<file path="config.mk">
export PLATFORM = sky130hd
export DESIGN_NAME = mult_arbiter
export DESIGN_NICKNAME = d
export VERILOG_FILES = /design/src/rtl/mult_arbiter.sv
export SDC_FILE = /design/constraint.sdc
export NUM_CORES = 1
export LEC_CHECK = 0
export CORE_ASPECT_RATIO = 0.7
export CORE_MARGIN = 10
export CORE_UTILIZATION = 40
export CTS_CLUSTER_SIZE = 40
export DETAILED_ROUTE_END_ITERATION = 8
export GPL_TIMING_DRIVEN = 0
export HOLD_SLACK_MARGIN = 0.02
export PLACE_DENSITY = 0.72
export SLEW_MARGIN = 25
export SYNTH_ARGS = -nofsm -noshare
export SYNTH_HDL_FRONTEND = slang
export SYNTH_SLANG_ARGS = --single-unit
</file>
<file path="constraint.sdc">
create_clock -name clk -period 7.5 [get_ports clk]
set_clock_uncertainty 0.05 [all_clocks]
set_input_delay 1.5 -clock clk [delete_from_list [all_inputs] [get_ports clk]]
set_output_delay 1.5 -clock clk [all_outputs]
set_load 0.005 [all_outputs]
</file>
<file path="src/rtl/mult_arbiter.sv">
// mult_arbiter: round-robin arbiter sharing one 16x16 signed*unsigned multiplier.
// Define MULT_ARBITER_CLIP_EN to saturate A to 16 bits instead of wrapping it.
module mult_arbiter #(
  parameter int NREQ = 4,
  parameter int TAGW = 2
) (
  input  logic               clk,
  input  logic               iRst,
  input  logic [NREQ-1:0]    iReq,
  input  logic [17*NREQ-1:0] iA,
  input  logic [16*NREQ-1:0] iB,
  output logic [NREQ-1:0]    oGrant,
  output logic               oValid,
  output logic [TAGW-1:0]    oTag,
  output logic [31:0]        oProduct,
  output logic [15:0]        oHigh
);

  logic [TAGW-1:0]    ptr;
  logic [TAGW-1:0]    ptr_nxt;
  logic [TAGW-1:0]    gtag;
  logic [NREQ-1:0]    pending;
  logic [NREQ-1:0]    elig;
  logic [NREQ-1:0]    clr;
  logic               found;
  logic [16:0]        a_sel;
  logic [15:0]        b_sel;
  logic [15:0]        a_sat;
  logic               s1_v;
  logic [TAGW-1:0]    s1_tag;
  logic [15:0]        s1_a;
  logic [15:0]        s1_b;
  logic signed [32:0] prod;

  assign elig  = iReq & ~pending;
  assign oHigh = oProduct[31:16];

  // round-robin search from ptr upward with wrap
  always_comb begin
    int j;
    logic [TAGW-1:0] idx;
    found  = 1'b0;
    gtag   = '0;
    oGrant = '0;
    j      = 0;
    idx    = '0;
    for (int i = 0; i < NREQ; i++) begin
      j = int'(ptr) + i;
      if (j >= NREQ) j = j - NREQ;
      idx = TAGW'(j);
      if (!found && elig[idx]) begin
        found       = 1'b1;
        gtag        = idx;
        oGrant[idx] = 1'b1;
      end
    end
    if (iRst) begin
      found  = 1'b0;
      oGrant = '0;
    end
  end

  // one-hot AND-OR mux of the granted operands
  always_comb begin
    a_sel = '0;
    b_sel = '0;
    for (int k = 0; k < NREQ; k++) begin
      a_sel = a_sel | (iA[17*k +: 17] & {17{oGrant[k]}});
      b_sel = b_sel | (iB[16*k +: 16] & {16{oGrant[k]}});
    end
  end

`ifdef MULT_ARBITER_CLIP_EN
  // saturate 17-bit signed A into the 16-bit signed range
  always_comb begin
    if ($signed(a_sel) > 17'sd32767)
      a_sat = 16'h7fff;
    else if ($signed(a_sel) < -17'sd32768)
      a_sat = 16'h8000;
    else
      a_sat = a_sel[15:0];
  end
`else
  logic unused_a;
  assign a_sat    = a_sel[15:0];
  assign unused_a = a_sel[16];
`endif

  // result-return clear mask and next round-robin pointer
  always_comb begin
    clr = '0;
    for (int k = 0; k < NREQ; k++)
      clr[k] = oValid && (oTag == TAGW'(k));
    if (gtag == TAGW'(NREQ-1))
      ptr_nxt = '0;
    else
      ptr_nxt = gtag + 1'b1;
  end

  // pointer and pending flags; clear wins over set
  always_ff @(posedge clk) begin
    if (iRst) begin
      ptr     <= '0;
      pending <= '0;
    end else begin
      pending <= (pending | oGrant) & ~clr;
      if (found) ptr <= ptr_nxt;
    end
  end

  // stage 1: capture granted operands and tag
  always_ff @(posedge clk) begin
    if (iRst) begin
      s1_v   <= 1'b0;
      s1_tag <= '0;
      s1_a   <= '0;
      s1_b   <= '0;
    end else begin
      s1_v <= found;
      if (found) begin
        s1_tag <= gtag;
        s1_a   <= a_sat;
        s1_b   <= b_sel;
      end
    end
  end

  logic unused_p;
  assign prod     = $signed(s1_a) * $signed({1'b0, s1_b});
  assign unused_p = prod[32];

  // stage 2: register product onto outputs, hold when idle
  always_ff @(posedge clk) begin
    if (iRst) begin
      oValid   <= 1'b0;
      oTag     <= '0;
      oProduct <= '0;
    end else begin
      oValid <= s1_v;
      if (s1_v) begin
        oTag     <= s1_tag;
        oProduct <= prod[31:0];
      end
    end
  end

endmodule

</file>
==> flow_summary_export.csv, run 1 <==
group,metric,value,unit
detailed_routing,drtPass1Iterations,9,
timing,fmax,0.136,GHz
detailed_routing,vias_per_cell,5.51,
pwr,cellPowerDensity,293,nW/um2
synth,yosysMostFrequentCell,"inv_1",
placed_design,io_buffer_count,187,
synth,syn-num-nets,1902,
clocking,insertion_delay,0.36,ns
cells_and_area,area_growth,21.0,%
clocking,cts_root_buffer,"clkbuf_16",
setup_path,worstPathArrival,7.53,ns
die,core,31300,um2
timing,drv_slew,0,
global_route,grt.total_usage,22.1,%
cells_and_area,nets,2100,
die,io-pin-count,193,
detailed_routing,drc,0,
clocking,cts_hold_buf,0,
die,dieArea,39500,um2
timing,relSlewSlack,38.4,%
timing,timing.final.crit_share,97.9,%
global_route,antenna_found_initial,2,
cells_and_area,drive_gt1_share,5.10,%
synth,synthMuxAreaShare,1.71,%
timing,final.setup.tns,0,ns
setup_path,end_kind,"flip-flop",
timing,setup_viol,0,
hold_path,hold_class,"reg -> reg",
pwr,total_power,4.51,mW
run,cap_violations,0,
synth,synth_fa_ha_area_share,42.8,%
run_status,status,"finished clean",
detailed_routing,routed_wl,43600,um
synth,synth_compound_area_share,14.6,%
die,die-width,233,um
detailed_routing,wl_per_cell,21.1,um
synth,synth.top_cell.area_share,30.5,%
timing,finalCriticalPeriod,7.34,ns
synth,synthTopCellsByCount,"247 x inv_1, 194 x fa_1, 167 x nand2_1, 125 x ha_1, 115 x and2_1",
synth,ys.warnings.count,0,
placed_design,dp_cells,2052,
global_route,grt_pass1_vias,11700,
die,initial_utilization,40.7,%
synth,synth_xor_area_share,1.24,%
cells_and_area,n_fill_cell,2891,
global_route,grt_pass1_wl,67100,um
setup_path,path_max_fanout,10,
setup_path,crit_path_start_kind,"flip-flop",
pwr,cellLeakagePower,7.13,nW
synth,synth_top_area_cell,"fa_1",
placed_design,gp_congestion,1.02,
synth,synth_top_family_by_area,"adder cells",
synth,synth_area,12700,um2
global_route,grt_overflow_total,0,
die,dieHeight,169,um
synth,avgSynthCellArea,8.81,um2
global_route,grt_max_degree,13,
synth,synth-seq-cells,76,
detailed_routing,drtIter0Drc,1180,
cells_and_area,instances_no_fill,2070,
placed_design,dp_hpwl,36400,um
die,num_rows,54,
synth,yosys.cell_types.count,67,
setup_path,worst-setup-path-type,"reg -> reg",
detailed_routing,postRouteAntennaNets,0,
clocking,cts_max_level,3,
synth,synth_edf_count,0,
pwr,ir_drop,213,uV
timing,rsz0062_at_grt,"false",
synth,yosys-top-cells-area,"fa_1 30%, ha_1 12%, dfxtp_1 12%, inv_1 7.3%, and2_1 5.6%",
timing,worst_slew_pin_slew,0.919,ns
timing,hold_violations,0,
synth,async_flop_share,0,%
detailed_routing,via_count,11400,
clocking,clk_pin_slew,0.06,ns
setup_path,cp.required,7.69,ns
clocking,cts_max_path_buffers,2,
clocking,cts_buffers,9,
clocking,cts_tree,"built",
synth,synthCells,1445,
synth,ys_seq_area_share,11.9,%
clocking,clock_sinks,76,
synth,synthSimpleGateAreaFrac,16.6,%
synth,synth_top_flop_cell,"dfxtp_1",
==> layout by cell type, fill, tap and decap left out, types with 9 or more instances in the layout <==
| cell type | instances |
|---|---|
| inv_1 | 247 |
| fa_1 | 194 |
| clkdlybuf4s50_1 | 187 |
| nand2_1 | 167 |
| ha_1 | 125 |
| and2_1 | 115 |
| a21oi_1 | 76 |
| dfxtp_1 | 76 |
| clkbuf_1 | 52 |
| nor2_1 | 46 |
| a222oi_1 | 33 |
| a22oi_1 | 24 |
| nand3_1 | 19 |
| nor3_1 | 19 |
| a21o_1 | 18 |
| buf_4 | 17 |
| mux2i_1 | 15 |
| o21ai_0 | 15 |
| nand2b_1 | 14 |
| xnor2_1 | 13 |
| a22oi_2 | 12 |
| clkbuf_16 | 9 |
==> cells by family after synthesis <==
family | Yosys count
xor+xnor | 18
simple gates | 424
compound gates | 247
flops | 76
buf+inv | 343
fa+ha+maj | 319
mux | 18
==> layer usage <==
layer  vias to the layer above  wire length, um  track usage, %
met1                      5625            17700            28.8
li1                       5135                -               -
met4                         2             1520            7.91
met3                        71             5050            6.40
met2                       580            19400            34.2
met5                         -               13               0
==> metrics by stage <==
stage / worst slack (ns) / instance area (um2) / hold WS [ns] / utilization (%)
detailed placement: 0.265 / 15100 / 0.406 / 48.4
global route: 0.0113 / 15400 / 0.445 / 49.3
finish: 0.158 / 15400 / 0.412 / 49.3
floorplan: 1.43 / 12700 / 0.407 / -
CTS: 0.234 / 15400 / 0.414 / 49.2
global placement: 0.263 / 15100 / 0.401 / 48.4
==> path summary, 6_finish.rpt <==
| kind | start | endpoint | slack, ns | depth (start not counted) |
|---|---|---|---|---|
| hold reg to reg | oProduct[0] | oProduct[0] | 0.41 | 2 |
| hold / removal | oProduct[0] | oProduct[0] | 0.41 | 2 |
| setup / recovery | s1_b[13] | oProduct[31] | 0.16 | 20 |
| setup reg to reg | s1_b[13] | oProduct[31] | 0.16 | 20 |
==> layout make-up <==
type                    instances  area [um2]  share of cell area [%]
multi-input cells            1026        9790                    63.5
repair buffers                187        1870                    12.1
clock buffers                  12         246                    1.60
inverters                     250         938                    6.09
clock inverters                 4        25.0                   0.162
diodes                          2        5.00                  0.0325
plain buffers                  93         489                    3.17
flip-flops and latches         76        1520                    9.87
well taps                     420         526                    3.41
==> report_power, final <==
group          leakage (nW)  total, mW  internal (mW)  switching, mW
clock                 0.129      0.422          0.232          0.190
combinational          6.38       3.29           1.30           1.99
sequential            0.621      0.801          0.538          0.263
total                  7.13       4.51           2.07           2.44
==> sequential cells by signal, indices dropped and copies added, names as in the netlist, named ones only <==
signal    flops
s1_b         16
pending       4
s1_a         16
s1_tag        2
oTag          2
ptr           1
oProduct     32
oValid        1
s1_v          1
==> critical path, stage by stage (launching register included) <==
cell      delay [ns]
dfxtp_1         0.67
clkbuf_1        0.61
nand2_1         0.19
fa_1            0.54
fa_1            0.53
fa_1            0.52
inv_1           0.06
fa_1            0.45
fa_1            0.52
inv_1           0.07
fa_1            0.47
inv_1           0.04
ha_1            0.25
clkbuf_1        0.21
a21oi_1         0.29
o21ai_1         0.17
a2111o_1        0.40
or4_1           0.52
nand3b_1        0.17
a311oi_1        0.12
nor4_1          0.34
==> timing repair <==
action                     4_1_cts  5_1_grt
hold endpoints to repair         0        0
setup endpoints to repair        0        3
resized for setup                0       10
setup buffers                    0        0
Power figures use the tool's default switching activity.
==> inputs of run 2 (changes only) <==
PLACE_DENSITY = unset   (was 0.72)
==> flow_summary_export.csv, run 2 (synthesis gave the netlist of run 1 again) <==
group,metric,value,unit
run_status,status,"finished clean",
clocking,cts_tree,"built",
pwr,p_int,2.17,mW
timing,finalCriticalPeriod,7.22,ns
setup_path,worst-setup-path-type,"reg -> reg",
setup_path,path_buf_inv,4,
cells_and_area,drive_gt1_share,5.16,%
timing,drv_slew,0,
cells_and_area,nets,2100,
setup_path,crit_path_cell_trace,"clkbuf_1 > nand2_1 > fa_1 > fa_1 > fa_1 > fa_1 > inv_1 > fa_1 > inv_1 > fa_1 > inv_1 > ha_1 > and4_1 > nand2_1 > o211ai_1 > o21ai_0 > a211oi_1 > or4_1 > nand3_1",
pwr,clkPwrFrac,11.6,%
setup_path,cp_common_cell,"fa_1",
cells_and_area,area_growth,21.7,%
run,cap_violations,0,
detailed_routing,routed_wl,45000,um
setup_path,critical_path.top_delay_family,"adder cells",
pwr,ir_drop,197,uV
detailed_routing,wl_per_cell,21.8,um
detailed_routing,drtPass1Iterations,6,
cells_and_area,final_common_cell,"inv_1",
setup_path,slowest_stage,"dfxtp_1",
die,num_rows,54,
pwr,total_power,4.65,mW
pwr,pwr-share-comb,71.0,%
pwr,cellPowerDensity,300,nW/um2
pwr,seqPwrFrac,17.4,%
setup_path,slowest_delay,0.74,ns
setup_path,cp.required,7.76,ns
timing,hold_violations,0,
detailed_routing,postRouteAntennaNets,0,
pwr,switching_share,53.2,%
timing,final.setup.tns,0,ns
global_route,grt.total_usage,23.0,%
timing,worst_slew_pin_slew,1.02,ns
setup_path,path_max_fanout,10,
cells_and_area,regMostFlops,"oProduct",
detailed_routing,via_count,11200,
die,core,31300,um2
die,dieHeight,169,um
clocking,post_cts_buffers,0,
clocking,cts_root_buffer,"clkbuf_16",
global_route,grt_pass1_wl,69200,um
die,die-width,233,um
timing,relSlewSlack,32.1,%
clocking,cts_max_level,3,
setup_path,reg2reg_slack,0.28,ns
detailed_routing,drtIter0Drc,1020,
cells_and_area,largest_reg_flops,32,
die,io-pin-count,193,
clocking,clk_pin_slew,0.07,ns
detailed_routing,vias_per_cell,5.42,
cells_and_area,n_fill_cell,2998,
pwr,p_sw,2.47,mW
clocking,insertion_delay,0.37,ns
die,dieArea,39500,um2
global_route,grt_pass1_vias,11500,
clocking,cts_buffers,9,
hold_path,hold_class,"reg -> reg",
timing,setup_viol,0,
clocking,clock_sinks,76,
global_route,grt_max_degree,15,
die,initial_utilization,40.7,%
cells_and_area,final_cell_mix,"247 x inv_1, 194 x fa_1, 187 x clkdlybuf4s50_1, 167 x nand2_1, 125 x ha_1",
cells_and_area,post-route-util,49.5,%
detailed_routing,drc,0,
global_route,antenna_found_initial,2,
setup_path,worstPathArrival,7.49,ns
global_route,grt_overflow_total,0,
timing,timing.final.crit_share,96.3,%
timing,rsz0062_at_grt,"false",
clocking,cts_max_path_buffers,2,
placed_design,gp_congestion,0.952,
cells_and_area,largestRegisters,"oProduct x32, s1_a x16, s1_b x16",
placed_design,dp_hpwl,37400,um
setup_path,crit_path_start_kind,"flip-flop",
placed_design,io_buffer_count,187,
setup_path,end_kind,"flip-flop",
timing,fmax,0.138,GHz
pwr,cellLeakagePower,7.17,nW
-- run 2: cell types whose count changed in the layout (fill, tap and decap cells not counted), sizes merged --
cell,delta
clkbuf,-4
bufinv,+3
clkinv,-2
inv,+2
buf,+1
diode,-1
-- run 2: area by class of cell --
type	count	area [um2]	area share, %
tap	420	526	3.39
sequential	76	1520	9.82
antenna	1	2.50	0.0162
timing repair buffer	187	1870	12.1
inverter	250	938	6.06
multi-input combinational	1026	9800	63.2
clock buffer	9	225	1.45
buffer	93	488	3.15
clock inverter	7	123	0.791
-- run 2: worst paths after layout --
kind | from | end | cells after the start
min | oProduct[0] | oProduct[0] | 2
max reg2reg | s1_b[10] | oProduct[30] | 19
min reg2reg | oProduct[0] | oProduct[0] | 2
max | s1_b[10] | oProduct[30] | 19
-- run 2: what timing repair did --
| item | CTS | global route |
|---|---|---|
| gates resized for setup | 0 | 10 |
| endpoints found under the setup margin | 0 | 3 |
| hold buffers | 0 | 0 |
-- run 2: metrics by stage --
step	hold WS [ns]	area, um2	instances	worst slack [ns]
final	0.427	15500	2069	0.275
after global routing	0.472	15500	2069	0.00792
after CTS	0.434	15500	2068	0.278
after detailed placement	0.424	15100	2052	0.297
after global placement	0.407	15100	2052	0.340
after floorplan	0.407	12700	1445	1.43
-- run 2: layer usage --
layer	GRT usage (%)	share of wire, %
met2	35.5	45
met5	0	0
met3	6.28	8.9
met1	31.7	45
met4	4.79	1.7
-- run 2: power groups by stage --
stage               logic [mW]  registers (mW)  clock network [mW]
global placement          3.22           0.807                   0
floorplan                 2.16           0.654                   0
finish                    3.30           0.809               0.537
detailed placement        3.27           0.805                   0
CTS                       3.30           0.799               0.548
global route              3.67           0.824               0.558
-- run 2: worst register-to-register path: cells and delay by family, from the launching register on --
kind	cells	cell delay (ns)
AO/OA/AOI/OAI	3	1.06
adder cells (fa/ha/maj)	7	3.50
buffers and inverters	4	0.72
flip-flops	1	0.74
AND/OR/NAND/NOR	5	1.10
==> inputs of run 3 (changes only) <==
CORE_ASPECT_RATIO = unset   (was 0.7)
clock period = 8.1 ns   (was 7.5 ns; I/O delays follow)
==> flow_summary_export.csv, run 3 (synthesis gave the netlist of run 1 again) <==
group,metric,value,unit
placed_design,io_buffer_count,187,
detailed_routing,via_count,11000,
clocking,clock_sinks,76,
timing,fmax,0.139,GHz
setup_path,slowest_delay,0.69,ns
pwr,pwr-share-comb,71.8,%
run,cap_violations,0,
timing,finalCriticalPeriod,7.20,ns
pwr,p_sw,2.31,mW
setup_path,path_max_fanout,10,
setup_path,cp.required,8.27,ns
detailed_routing,postRouteAntennaNets,0,
clocking,insertion_delay,0.36,ns
clocking,cts_buffers,9,
cells_and_area,largestRegisters,"oProduct x32, s1_a x16, s1_b x16",
setup_path,crit_path_start_kind,"flip-flop",
die,die-width,198,um
detailed_routing,drc,0,
global_route,antenna_found_initial,0,
cells_and_area,n_fill_cell,3031,
detailed_routing,drtPass1Iterations,8,
setup_path,path_buf_inv,5,
die,dieHeight,198,um
global_route,grt_max_degree,14,
timing,rsz0062_at_grt,"false",
pwr,p_int,2.00,mW
timing,timing.final.crit_share,88.9,%
clocking,cts_hold_buf,0,
setup_path,crit_path_cell_trace,"clkbuf_1 > nand2_1 > fa_1 > inv_1 > fa_1 > fa_1 > fa_1 > fa_1 > inv_1 > fa_1 > inv_1 > ha_1 > clkbuf_1 > a21oi_1 > o21ai_1 > a2111o_1 > or4_1 > a31oi_1 > xor2_1 > o22ai_1",
global_route,grt_overflow_total,0,
clocking,cts_tree,"built",
timing,relSlewSlack,38.7,%
setup_path,slowest_stage,"dfxtp_1",
hold_path,hold_class,"reg -> reg",
global_route,grt_pass1_wl,69200,um
global_route,grt.total_usage,23.0,%
die,initial_utilization,40.5,%
cells_and_area,area_growth,21.2,%
clocking,cts_max_level,3,
die,num_rows,65,
cells_and_area,regMostFlops,"oProduct",
pwr,cellPowerDensity,279,nW/um2
timing,worst_slew_pin_slew,0.919,ns
timing,hold_violations,0,
die,dieArea,39400,um2
cells_and_area,final_common_cell,"inv_1",
clocking,cts_max_path_buffers,2,
global_route,grt_pass1_vias,11900,
detailed_routing,vias_per_cell,5.39,
run_status,status,"finished clean",
detailed_routing,wl_per_cell,21.6,um
clocking,clk_pin_slew,0.06,ns
detailed_routing,routed_wl,44200,um
clocking,cts_root_buffer,"clkbuf_16",
placed_design,gp_congestion,0.931,
cells_and_area,final_cell_area,15400,um2
pwr,clkPwrFrac,10.7,%
pwr,switching_share,53.6,%
cells_and_area,drive_gt1_share,4.85,%
setup_path,cp_common_cell,"fa_1",
cells_and_area,largest_reg_flops,32,
pwr,cellLeakagePower,7.14,nW
die,core,31500,um2
cells_and_area,nets,2100,
pwr,ir_drop,164,uV
clocking,post_cts_buffers,0,
setup_path,worst-setup-path-type,"reg -> reg",
setup_path,critical_path.top_delay_family,"adder cells",
die,io-pin-count,193,
timing,drv_slew,0,
setup_path,end_kind,"flip-flop",
cells_and_area,antenna_cells,0,
clocking,post_cts_resize_count,0,
timing,final.setup.tns,0,ns
timing,setup_viol,0,
pwr,seqPwrFrac,17.5,%
cells_and_area,final_cell_mix,"247 x inv_1, 194 x fa_1, 187 x clkdlybuf4s50_1, 167 x nand2_1, 125 x ha_1",
placed_design,dp_hpwl,36400,um
placed_design,dpl_cell_area,15100,um2
detailed_routing,drtIter0Drc,882,
setup_path,worstPathArrival,7.37,ns
## run 3: final timing paths
kind | endpoint | slack, ns | startpoint | cells after the start
setup / recovery | oProduct[27] | 0.90 | s1_a[10] | 20
hold / removal | oProduct[0] | 0.44 | oProduct[0] | 2
setup reg to reg | oProduct[27] | 0.90 | s1_a[10] | 20
hold reg to reg | oProduct[0] | 0.44 | oProduct[0] | 2
## run 3: through the flow
stage	setup WS, ns	total power, mW	util (%)	hold slack [ns]	cells
4_1_cts	0.994	4.29	49.0	0.434	2050
2_1_floorplan	2.03	2.61	-	0.407	1445
5_1_grt	0.547	4.69	49.0	0.454	2050
6_report	0.896	4.30	49.0	0.436	2050
3_3_place_gp	1.02	3.78	48.0	0.410	2034
3_5_place_dp	1.05	3.78	48.0	0.421	2034
## run 3: layout make-up
type / count / area [um2] / share of cell area, %
plain buffers: 93 / 483 / 3.13
multi-input cells: 1026 / 9790 / 63.4
repair buffers: 187 / 1870 / 12.1
clock buffers: 11 / 243 / 1.57
well taps: 402 / 503 / 3.26
clock inverters: 5 / 85.1 / 0.551
flip-flops and latches: 76 / 1520 / 9.86
inverters: 250 / 938 / 6.08
## run 3: worst min-delay path, delay by kind of cell, from the launching register on
kind	cells	cell delay [ns]
DFF	1	0.31
AOI/OAI and AO/OA	1	0.06
and+or+nand+nor	1	0.07
## run 3: routing by layer
layer  vias to the layer above  track usage (%)  wire length [um]
li1                       5114                -                 -
met5                         -                0                 0
met4                         0             5.91              1010
met3                        56             5.96              3820
met2                       407             36.7             20300
met1                      5470             30.2             19100
## run 3: power groups by stage
stage / combinational, mW / sequential [mW] / clock [mW]
2_1_floorplan: 2.00 / 0.606 / 0
3_3_place_gp: 3.03 / 0.749 / 0
3_5_place_dp: 3.03 / 0.749 / 0
4_1_cts: 3.08 / 0.743 / 0.467
5_1_grt: 3.44 / 0.765 / 0.479
6_report: 3.09 / 0.752 / 0.462
